--- config.mk ---
export PLATFORM = sky130hd
export DESIGN_NAME = btn_ce_gen
export DESIGN_NICKNAME = d
export VERILOG_FILES = /design/src/rtl/btn_ce_gen.sv
export SDC_FILE = /design/constraint.sdc
export NUM_CORES = 1
export LEC_CHECK = 0
export CAP_MARGIN = 25
export CORE_MARGIN = 2
export CORE_UTILIZATION = 45
export DETAILED_ROUTE_END_ITERATION = 12
export GPL_TIMING_DRIVEN = 0
export MAX_ROUTING_LAYER = met4
export PLACE_DENSITY = 0.66
export SLEW_MARGIN = 15
export SYNTH_ARGS = -nofsm -noshare
export SYNTH_HDL_FRONTEND = slang
export SYNTH_SLANG_ARGS = --single-unit
export TNS_END_PERCENT = 30
--- constraint.sdc ---
create_clock -name clk -period 1.98 [get_ports clk]
set_input_delay 0.297 -clock clk [delete_from_list [all_inputs] [get_ports clk]]
set_output_delay 0.297 -clock clk [all_outputs]
set_load 0.05 [all_outputs]
--- src/rtl/btn_ce_gen.sv ---
// btn_ce_gen: button conditioner for the counter stage.
// Synchronizes and debounces a raw push-button, then emits single-cycle
// clock-enable pulses: one per debounced press plus optional auto-repeat
// while the button stays held. The debounced level is exported as well.
module btn_ce_gen #(
  parameter int DIV          = 16,
  parameter int STABLE       = 4,
  parameter int REPEAT_DELAY = 8,
  parameter int REPEAT_RATE  = 4
) (
  input  logic clk,
  input  logic rst,
  input  logic btn_in,
  input  logic rep_en,
  output logic ce,
  output logic btn_level
);

  localparam int RMAX = (REPEAT_DELAY > REPEAT_RATE) ? REPEAT_DELAY : REPEAT_RATE;
  localparam int DW   = $clog2(DIV + 1);
  localparam int SW   = $clog2(STABLE + 1);
  localparam int RW   = $clog2(RMAX + 1);

  typedef enum logic [1:0] {
    IDLE    = 2'd0,
    PRESSED = 2'd1,
    REPEAT  = 2'd2
  } state_t;

  logic [1:0]    sync_r;
  logic          btn_s;
  logic [DW-1:0] div_cnt_r;
  logic          tick_s;
  logic [SW-1:0] stable_cnt_r;
  logic          level_r;
  logic          level_prev_r;
  logic [RW-1:0] rep_cnt_r;
  logic          ce_r;
  state_t        state_r;

  assign btn_s     = sync_r[1];
  assign tick_s    = (div_cnt_r == DW'(DIV - 1));
  assign ce        = ce_r;
  assign btn_level = level_r;

  // Two-flop synchronizer bringing the asynchronous button into clk.
  always_ff @(posedge clk) begin
    if (rst) begin
      sync_r <= 2'b00;
    end else begin
      sync_r <= {sync_r[0], btn_in};
    end
  end

  // Free-running sample-tick prescaler, 0..DIV-1.
  always_ff @(posedge clk) begin
    if (rst) begin
      div_cnt_r <= '0;
    end else if (tick_s) begin
      div_cnt_r <= '0;
    end else begin
      div_cnt_r <= div_cnt_r + DW'(1);
    end
  end

  // Debouncer: accept a new level only after STABLE consecutive differing samples.
  always_ff @(posedge clk) begin
    if (rst) begin
      stable_cnt_r <= '0;
      level_r      <= 1'b0;
    end else if (tick_s) begin
      if (btn_s != level_r) begin
        if (stable_cnt_r == SW'(STABLE - 1)) begin
          level_r      <= ~level_r;
          stable_cnt_r <= '0;
        end else begin
          stable_cnt_r <= stable_cnt_r + SW'(1);
        end
      end else begin
        stable_cnt_r <= '0;
      end
    end
  end

  // Previous debounced level, used for press-edge detection.
  always_ff @(posedge clk) begin
    if (rst) begin
      level_prev_r <= 1'b0;
    end else begin
      level_prev_r <= level_r;
    end
  end

  // Press / auto-repeat FSM. The repeat counter reaches zero on a tick; the
  // pulse is issued on the following cycle, which is never a tick (DIV>=2),
  // so release (seen first) always wins over an expiry.
  always_ff @(posedge clk) begin
    if (rst) begin
      state_r   <= IDLE;
      rep_cnt_r <= '0;
      ce_r      <= 1'b0;
    end else begin
      ce_r <= 1'b0;
      case (state_r)
        IDLE: begin
          if (level_r && !level_prev_r) begin
            ce_r      <= 1'b1;
            rep_cnt_r <= RW'(REPEAT_DELAY);
            state_r   <= PRESSED;
          end else begin
            rep_cnt_r <= '0;
          end
        end
        PRESSED, REPEAT: begin
          if (!level_r) begin
            state_r   <= IDLE;
            rep_cnt_r <= '0;
          end else if (rep_cnt_r == '0) begin
            ce_r      <= rep_en;
            rep_cnt_r <= RW'(REPEAT_RATE);
            state_r   <= REPEAT;
          end else if (tick_s) begin
            rep_cnt_r <= rep_cnt_r - RW'(1);
          end else begin
            rep_cnt_r <= rep_cnt_r;
          end
        end
        default: begin
          state_r   <= IDLE;
          rep_cnt_r <= '0;
        end
      endcase
    end
  end

endmodule

# [Word level (Yosys, flattened, before mapping)]
# Cells that the tools add are included.
[totals] in_bits=4 ff_bits=19 output_inout_bits=2
[classes] bitwise_logic=1 muxes=15 n_eq_ne=8 reduce_logical=8 addsub=3
[op_table] operator="$mux 4" count=4
[op_table] operator="$pmux 4 s2" count=1
[op_table] operator="$mux 2" count=3
[op_table] operator="$mux 3" count=2
[op_table] operator="$add 5x1->5 const B" count=1
[op_table] operator="$eq 5x4->1 const B" count=1
[op_table] operator="$logic_not 4->1" count=1
[op_table] operator="$ne 4x4->1 const B" count=1
[op_table] operator="$pmux 2 s2" count=1
[op_table] operator="$reduce_or 2->1" count=2
[op_table] operator="$sub 4x1->4 const B" count=1
[op_table] operator="$add 3x1->3 const B" count=1
[op_table] operator="$eq 3x2->1 const B" count=1
[op_table] operator="$mux 1" count=3
[op_table] operator="$ne 3x3->1 const B" count=1
[op_table] operator="$reduce_and 3->1" count=1
[op_table] operator="$eq 2x1->1 const B" count=1
[op_table] operator="$eq 2x2->1 const B" count=1
[op_table] operator="$logic_not 2->1" count=1
[op_table] operator="$ne 2x2->1 const B" count=1
[op_table] operator="$pmux 1 s2" count=1
[op_table] operator="$reduce_and 2->1" count=1
[op_table] operator="$logic_and 1x1->1" count=1
[op_table] operator="$logic_not 1->1" count=1
[op_table] operator="2 further kinds" count=2

# [Depth between registers and ports, before layout]
# Gate-level depths: netlist (run 1).
[depth] word_depth=5 ltp_mapped=8 mapped_depth_nobuf=7

# [Worst setup path after synthesis (run 1)]
# Ideal clock, no wire load.
[synth_timing] path_kind="flip-flop to flip-flop" from="register div_cnt_r[0]" to="register rep_cnt_r[3]" arrival_time_ns=1.779 setup_ns=0.086 stages_incl_launch_ff=9 path_slack_ns=0.115 path_cell_list="dfxtp_1 > ha_1 > and3_1 > ha_1 > buf_4 > or4b_1 > nor4_1 > a31oi_1 > a221oi_2"
[synth_via] elab_chain_len=2
[synth_rtl] element="from (decl)" line="32" source="logic [DW-1:0] div_cnt_r;"
[synth_rtl] element="from (signal assigned)" line="62" source="div_cnt_r <= div_cnt_r + DW'(1);"
[synth_rtl] element="$eq 5x4->1" line="42" source="assign tick_s = (div_cnt_r == DW'(DIV - 1));"
[synth_rtl] element="$ne 4x4->1 (no line)"
[synth_rtl] element="to (signal assigned)" line="108" source="rep_cnt_r <= RW'(REPEAT_DELAY);"
[synth_rtl] element="to (signal assigned)" line="120" source="rep_cnt_r <= RW'(REPEAT_RATE);"
[synth_rtl] element="to (signal assigned)" line="123" source="rep_cnt_r <= rep_cnt_r - RW'(1);"
[synth_rtl] element="to (decl)" line="37" source="logic [RW-1:0] rep_cnt_r;"
# Every way passes these cells.
# A chain may end at the register's enable or synchronous reset.

# [Final worst setup path (run 1)]
# Same ends and word-level chain as after synthesis.

==> implementation parameters, run 1 <==
Parameter                              Value

Synthesis
  Number of standard cells after synthesis    97
  Adder-Cell Fraction of Synth Area    under 10%
  Largest family of logic cells by synthesized area    simple AND/OR/NAND/NOR gates
  Share of the synthesized netlist area taken by xor and xnor gates    2.83%
  Number of unique standard cell types used by synthesis    34
  Post-Syn Nets    107
  Area share of and/or/nand/nor cells after synthesis    26.7%
  Share of the yosys chip area belonging to registers    41.0%
  Yosys warning total    0
  Most area-hungry cell type in the Yosys netlist    sky130_fd_sc_hd__dfxtp_1
  Post-synth design cell area    927 sq um
  Cells taking the most area after synthesis    sky130_fd_sc_hd__dfxtp_1 (41%), sky130_fd_sc_hd__ha_1 (8.1%), sky130_fd_sc_hd__mux2i_1 (4.3%), sky130_fd_sc_hd__nor3_1 (4.3%), sky130_fd_sc_hd__buf_6 (3.6%)
  Fraction of synthesized area in multiplexers    5.53%
  Count of state elements after synthesis    19
  Fraction of synthesized cell area taken by the top area cell type    between 40% and 50%
  Complex-gate fraction of the synthesized area    8.50%
  Average size of a mapped cell    9.56 sq um

Power
  Leakage power total    0.401 nW
  Pwr/cell area    575 nW/um^2
  Total power after layout    roughly 620 uW
  Peak supply drop    0.379 mV

Detailed routing
  Total wire length after detailed routing    ~1600 um
  DR pass1 iterations    4
  Drt first-iter violations    19
  Wire length per cell after detailed routing    12.2 um
  Routed vias/inst    5.28
  Post-detailed-route DRC marker count    0
  Routed metal-1 wirelength    797 um
  Top layer used by detailed routing    met4
  Amount of wire on met2 after detailed routing    778 um
  Wire length on met3    63 um
  Total vias in the final route    around 710
  Number of nets with antenna violations after routing    0

Timing
  Number of setup violations in the final report    0
  Final count of pins violating max slew    0
  Final worst-path cycle share    97.3%
  FMAX    519 MHz
  Least setup slack across all paths after layout    54.4 ps
  RSZ-0062 raised after global routing    true
  Hold Fails Final Rpt    0
  Shortest clock period the worst path allows after layout    just under 2000 ps
  Post-route clock skew    about 6.2 ps
  Transition time at the pin with the least slew margin    494 ps
  Worst rel slew slack    between 60% and 70%

Setup path
  Critical path destination    rep_cnt_r[3]
  Largest fanout on the critical path    5
  Worst Setup End Kind    register
  Endpoint arrival time on the critical path    2140 ps
  Worst R2R Setup Slack    50 ps
  R2r worst-path depth    8
  Reg-to-reg startpoint    div_cnt_r[0]
  Worst setup path startpoint    div_cnt_r[0]
  Crit path kind    reg -> reg
  Kind of start point of the critical path    register
  Capture point of the worst reg-to-reg path    rep_cnt_r[3]
  Required time reported for the critical path endpoint    2200 ps

Clock network
  Root buffer cell    sky130_fd_sc_hd__clkbuf_4
  Number of clock buffers inserted by TritonCTS    3
  Maximum buffer depth of the clock tree    2
  Clock latency reported for the late side of the worst-skew pair    a little under 300 ps
  Clock Sink Count    19
  Number of H-tree levels    1
  Clock tree from TritonCTS    yes
  Reg clk slew, reported paths    about 110 ps
  Quantity of hold-fixing buffers added after cts    0

Final layout
  Area grow syn2layout    16.6%
  Share of layout cells above drive strength 1    17.6%
  N_diodes    0
  Nets@finish    119
  Layout fillers    around 200
  Total area of multi-input combinational cells    502 sq um
  Area used by sequential logic in the layout    385 sq um
  Commonest non-fill, non-tap cell in the layout    sky130_fd_sc_hd__dfxtp_1
  Leading cell types in the layout, fill and taps excluded    sky130_fd_sc_hd__dfxtp_1 (17), sky130_fd_sc_hd__nor2_1 (8), sky130_fd_sc_hd__nor3_1 (8), sky130_fd_sc_hd__inv_1 (6)

Placement
  Placer's final routability congestion estimate    0.851
  Port Buffer Count    4
  Placement-stage worst setup slack    -72.4 ps
  Half-perimeter wire length after placement    1090 um

Floorplanning
  X dimension of the die    49.4 um
  Area of the die    2440 sq um
  Die Ht    49.4 um
  Area of the placeable core    between 1500 and 2000 sq um
  Row Count    16
  Starting density of the core    a little under half
  Number of top-level pins    6

Global routing
  Total track usage    15.6%
  Wire length of the first global-routing pass    2930 um
  Via count of the first global-routing pass    just under 700
  Total gr overflow    0
  Largest net degree at the start of global routing    11
  Number of antenna violations at the first check in global routing    0

Min path
  Class of the tightest hold or removal check    in -> reg
  Startpoint of the lowest-slack hold path    rst

Flow run
  Max cap viols    0

Run status
  Run status    complete, no violations
==> registers in the layout, summed over array words and instances, names as in the netlist <==
| register | count |
|---|---|
| ce | 1 |
| level_prev_r | 1 |
| sync_r | 2 |
| rep_cnt_r | 4 |
| btn_level | 1 |
| div_cnt_r | 5 |
| stable_cnt_r | 3 |
| state_r | 2 |
==> logic make-up after synthesis <==
kind of cell	count (synthesis)
AOI/OAI and AO/OA	11
xor gates and xnor gates	3
adders and majority gates	6
buffers and inverters	11
DFF	19
muxes	5
and+or+nand+nor	42
==> worst min path at each step <==
stage	depth (start not counted)	slack, ps	to
final	2	210	rep_cnt_r[3]
after floorplan	1	410	sync_r[1]
after detailed placement	1	430	sync_r[1]
after CTS	2	200	rep_cnt_r[3]
after global routing	2	190	rep_cnt_r[3]
after global placement	1	430	sync_r[1]
==> cell type report <==
cell class                      instances  share of cell area [%]
Clock buffer                            4                    2.43
Timing Repair Buffer                    7                    5.79
Buffer                                  5                    4.51
Multi-Input combinational cell         67                    46.4
Inverter                                6                    2.08
Sequential cell                        19                    35.6
Tap cell                               27                    3.12
==> per-layer routing <==
metal  up-vias  global-route usage, %
li1        362                      -
met1       335                   21.1
met2        14                   24.1
met3         2                   3.07
met4         0                   4.17
met5         -                      -
==> synth_stat cells <==
cell type and count:
sky130_fd_sc_hd__nand2_1 1, sky130_fd_sc_hd__a31oi_1 1, sky130_fd_sc_hd__clkbuf_1 1, sky130_fd_sc_hd__or3b_4 1, sky130_fd_sc_hd__a221oi_2 1, sky130_fd_sc_hd__nor3b_1 4, sky130_fd_sc_hd__a21oi_1 2, sky130_fd_sc_hd__dfxtp_1 19
sky130_fd_sc_hd__nor3_1 8, sky130_fd_sc_hd__mux2i_1 4, sky130_fd_sc_hd__buf_6 3, sky130_fd_sc_hd__mux2_2 1, sky130_fd_sc_hd__nor4_1 1, sky130_fd_sc_hd__a22oi_1 1, sky130_fd_sc_hd__ha_1 6, sky130_fd_sc_hd__nand2b_1 3
sky130_fd_sc_hd__or4b_1 1, sky130_fd_sc_hd__nand3_1 4, sky130_fd_sc_hd__o22a_1 1, sky130_fd_sc_hd__and2_2 1, sky130_fd_sc_hd__nand3b_1 1, sky130_fd_sc_hd__and3b_1 1, sky130_fd_sc_hd__nand4b_1 1, sky130_fd_sc_hd__o211ai_1 1
sky130_fd_sc_hd__o21ai_0 3, sky130_fd_sc_hd__and3_1 1, sky130_fd_sc_hd__or4_1 1, sky130_fd_sc_hd__inv_1 6, sky130_fd_sc_hd__a22o_1 1, sky130_fd_sc_hd__nor2b_1 5, sky130_fd_sc_hd__nor2_1 8, sky130_fd_sc_hd__xor2_1 2
sky130_fd_sc_hd__buf_4 1, sky130_fd_sc_hd__xnor2_1 1
==> per-stage QoR <==
stage | hold WS [ps] | cell area [sq um] | util, % | TNS, ps | instances
2_1_floorplan | 414 | 927 | - | 0 | 97
3_3_place_gp | 430 | 1000 | 51.0 | -20.3 | 128
3_5_place_dp | 429 | 1000 | 51.0 | -72.4 | 128
4_1_cts | 199 | 1040 | 53.3 | 0 | 132
5_1_grt | 193 | 1080 | 55.1 | -48.7 | 135
6_report | 205 | 1080 | 55.1 | 0 | 135
==> timing repair <==
action                     in CTS  in global routing
buffers inserted                0                  3
setup endpoints to repair       1                  1
gates resized for setup         5                  3
pin swaps                       0                  1
==> report_power, final <==
part / internal (mW) / switching [mW] / total [mW] / leakage (nW)
sequential: 0.389 / 0.00630 / 0.396 / 0.155
clock: 0.0783 / 0.119 / 0.197 / 0.0150
combinational: 0.0168 / 0.0118 / 0.0286 / 0.231
==> worst max-delay path: stages (launching register included) <==
cell	delay (ps)
sky130_fd_sc_hd__dfxtp_4	380
sky130_fd_sc_hd__ha_4	130
sky130_fd_sc_hd__and3_1	160
sky130_fd_sc_hd__ha_1	150
sky130_fd_sc_hd__buf_6	110
sky130_fd_sc_hd__or4b_4	470
sky130_fd_sc_hd__nor4_2	140
sky130_fd_sc_hd__a31oi_1	80
sky130_fd_sc_hd__a221oi_2	240
Note: power is estimated with default switching activity, not from simulation.
==> run 2, diff against run 1 <==
PLACE_DENSITY = not set   (was 0.66)
RECOVER_POWER = 50   (was not set)
clock period = 2.4 ns   (was 1.98 ns; I/O delays follow)
==> implementation parameters, run 2 (synthesized netlist as in run 1, its figures left out) <==
Parameter                              Value

Final layout
  Register name with the most flops    div_cnt_r (unchanged)
  Leading cell types in the layout, fill and taps excluded    sky130_fd_sc_hd__dfxtp_1 (19), sky130_fd_sc_hd__nor2_1 (8), sky130_fd_sc_hd__nor3_1 (8), sky130_fd_sc_hd__inv_1 (6), sky130_fd_sc_hd__ha_1 (6) (was sky130_fd_sc_hd__dfxtp_1 (17), sky130_fd_sc_hd__nor2_1 (8), sky130_fd_sc_hd__nor3_1 (8), sky130_fd_sc_hd__inv_1 (6))
  Registers with the most flip-flops    div_cnt_r: 5 flops, rep_cnt_r: 4 flops, stable_cnt_r: 3 flops (unchanged)
  Commonest non-fill, non-tap cell in the layout    sky130_fd_sc_hd__dfxtp_1 (unchanged)
  Layout fillers    210 (was 201)
  Non-Filler Instances    132 (was 135)
  Number of flip-flops in the largest register    5 (unchanged)
  Final standard cell utilization of the core    51.8% (was 55.1%)
  Area grow syn2layout    9.72% (was 16.6%)
  N_diodes    0 (unchanged)
  Share of layout cells above drive strength 1    8.57% (was 17.6%)
  Nets@finish    116 (was 119)

Timing
  Number of setup violations in the final report    0 (unchanged)
  FMAX    489 MHz (was 519 MHz)
  Final count of pins violating max slew    0 (unchanged)
  Final worst-path cycle share    85.3% (was 97.3%)
  Hold Fails Final Rpt    0 (unchanged)
  RSZ-0062 raised after global routing    false (was true)
  Post-route clock skew    2.81 ps (was 6.21 ps)
  Shortest clock period the worst path allows after layout    2050 ps (was 1930 ps)
  TNS Setup    0 ps (unchanged)
  Transition time at the pin with the least slew margin    493 ps (was 494 ps)
  Worst rel slew slack    67.0% (about the same)

Power
  Logic gate share of total power    4.0% (was 4.6%)
  Peak supply drop    0.256 mV (was 0.379 mV)
  Share of total power in the clock network    32.1% (was 31.7%)
  Pwr/cell area    500 nW/um^2 (was 575 nW/um^2)
  Psw    111 uW (was 137 uW)
  Sequential share of power    63.9% (was 63.7%)
  Cell-internal power    397 uW (was 484 uW)
  Leakage power total    0.381 nW (was 0.401 nW)
  Switching power share of the total    21.9% (was 22.0%)

Setup path
  Reg-to-reg startpoint    div_cnt_r[0] (unchanged)
  R2r worst-path depth    8 (unchanged)
  Worst setup path startpoint    div_cnt_r[0] (unchanged)
  Worst Setup End Kind    register (unchanged)
  Capture point of the worst reg-to-reg path    rep_cnt_r[3] (unchanged)
  Required time reported for the critical path endpoint    2620 ps (was 2200 ps)
  Largest fanout on the critical path    9 (was 5)
  Kind of start point of the critical path    register (unchanged)
  Endpoint arrival time on the critical path    2270 ps (was 2140 ps)
  Worst R2R Setup Slack    350 ps (was 50 ps)
  Critical path destination    rep_cnt_r[3] (unchanged)
  Crit path kind    reg -> reg (unchanged)

Floorplanning
  Area of the die    2440 sq um (unchanged)
  Number of top-level pins    6 (unchanged)
  Die Ht    49.4 um (unchanged)
  Area of the placeable core    1960 sq um (unchanged)
  Row Count    16 (unchanged)
  Starting density of the core    47.3% (unchanged)
  X dimension of the die    49.4 um (unchanged)

Global routing
  Total gr overflow    0 (unchanged)
  Largest net degree at the start of global routing    11 (unchanged)
  Wire length of the first global-routing pass    2640 um (was 2930 um)
  Total track usage    14.6% (was 15.6%)
  Via count of the first global-routing pass    634 (was 682)
  Number of antenna violations at the first check in global routing    0 (unchanged)

Detailed routing
  Total vias in the final route    678 (was 713)
  Drt first-iter violations    7 (was 19)
  DR pass1 iterations    4 (unchanged)
  Number of nets with antenna violations after routing    0 (unchanged)
  Total wire length after detailed routing    1560 um (was 1650 um)
  Wire length per cell after detailed routing    11.8 um (was 12.2 um)
  Routed vias/inst    5.14 (was 5.28)
  Post-detailed-route DRC marker count    0 (unchanged)

Flow run
  Max cap viols    0 (unchanged)

Clock network
  Clock latency reported for the late side of the worst-skew pair    290 ps (about the same)
  Number of resized instances in the post-cts repair step    0 (was 5)
  Number of clock buffers inserted by TritonCTS    3 (unchanged)
  Number of setup buffers added after CTS    0 (unchanged)
  Maximum buffer depth of the clock tree    2 (unchanged)
  Quantity of hold-fixing buffers added after cts    0 (unchanged)
  Clock Sink Count    19 (unchanged)
  Clock tree from TritonCTS    yes (unchanged)
  Number of H-tree levels    1 (unchanged)
  Root buffer cell    sky130_fd_sc_hd__clkbuf_4 (unchanged)
  Reg clk slew, reported paths    110 ps (about the same)

Min path
  Class of the tightest hold or removal check    in -> reg (unchanged)

Run status
  Run status    complete, no violations (unchanged)

Placement
  Placer's final routability congestion estimate    0.821 (was 0.851)
  Half-perimeter wire length after placement    1090 um (about the same)
  Placed instance count    128 (unchanged)
  Port Buffer Count    4 (unchanged)
==> run 2: power by group through the flow <==
stage | logic (mW) | clock network [mW] | registers, mW
finish | 0.0203 | 0.163 | 0.325
global route | 0.0230 | 0.179 | 0.325
CTS | 0.0209 | 0.171 | 0.324
detailed placement | 0.0208 | 0 | 0.332
global placement | 0.0205 | 0 | 0.331
floorplan | 0.0147 | 0 | 0.331
==> run 2: metrics by stage <==
stage / total power, mW / worst slack (ps) / hold WS, ps / area (sq um)
2_1_floorplan: 0.346 / 535 / 414 / 927
4_1_cts: 0.516 / 374 / 252 / 1030
6_report: 0.508 / 354 / 265 / 1020
5_1_grt: 0.528 / 173 / 255 / 1020
3_3_place_gp: 0.352 / 385 / 428 / 1000
3_5_place_dp: 0.352 / 399 / 429 / 1000
==> run 2: cell type report <==
class	count	area, sq um	share of cell area [%]
Multi-Input combinational cell	67	477	46.9
Sequential cell	19	380	37.4
Timing Repair Buffer	4	40.0	3.94
Buffer	5	37.5	3.69
Tap cell	27	33.8	3.32
Clock buffer	4	26.3	2.58
Inverter	6	22.5	2.21
==> run 2: how the worst min path moves through the flow <==
stage | start | endpoint | slack, ps | cells past startpoint
2_1_floorplan | sync_r[0] | sync_r[1] | 410 | 1
5_1_grt | rst | rep_cnt_r[3] | 260 | 2
6_report | rst | rep_cnt_r[3] | 270 | 2
3_3_place_gp | sync_r[0] | sync_r[1] | 430 | 1
3_5_place_dp | sync_r[0] | sync_r[1] | 430 | 1
4_1_cts | rst | rep_cnt_r[3] | 250 | 2
==> run 2: routing by layer <==
| metal | vias up | wire, um | GRT usage (%) |
|---|---|---|---|
| met5 | - | 0 | - |
| met4 | 0 | 9 | 6.94 |
| met3 | 2 | 46 | 3.99 |
| met2 | 10 | 687 | 20.5 |
| met1 | 310 | 813 | 19.2 |
| li1 | 356 | - | - |
==> run 2: worst max-delay path, cell delays in order (launching register included) <==
cell and delay, ps:
sky130_fd_sc_hd__dfxtp_1 370, sky130_fd_sc_hd__ha_1 180, sky130_fd_sc_hd__and3_1 160, sky130_fd_sc_hd__ha_1 140
sky130_fd_sc_hd__buf_4 150, sky130_fd_sc_hd__or4b_1 470, sky130_fd_sc_hd__nor4_1 180, sky130_fd_sc_hd__a31oi_1 90
sky130_fd_sc_hd__a221oi_2 230
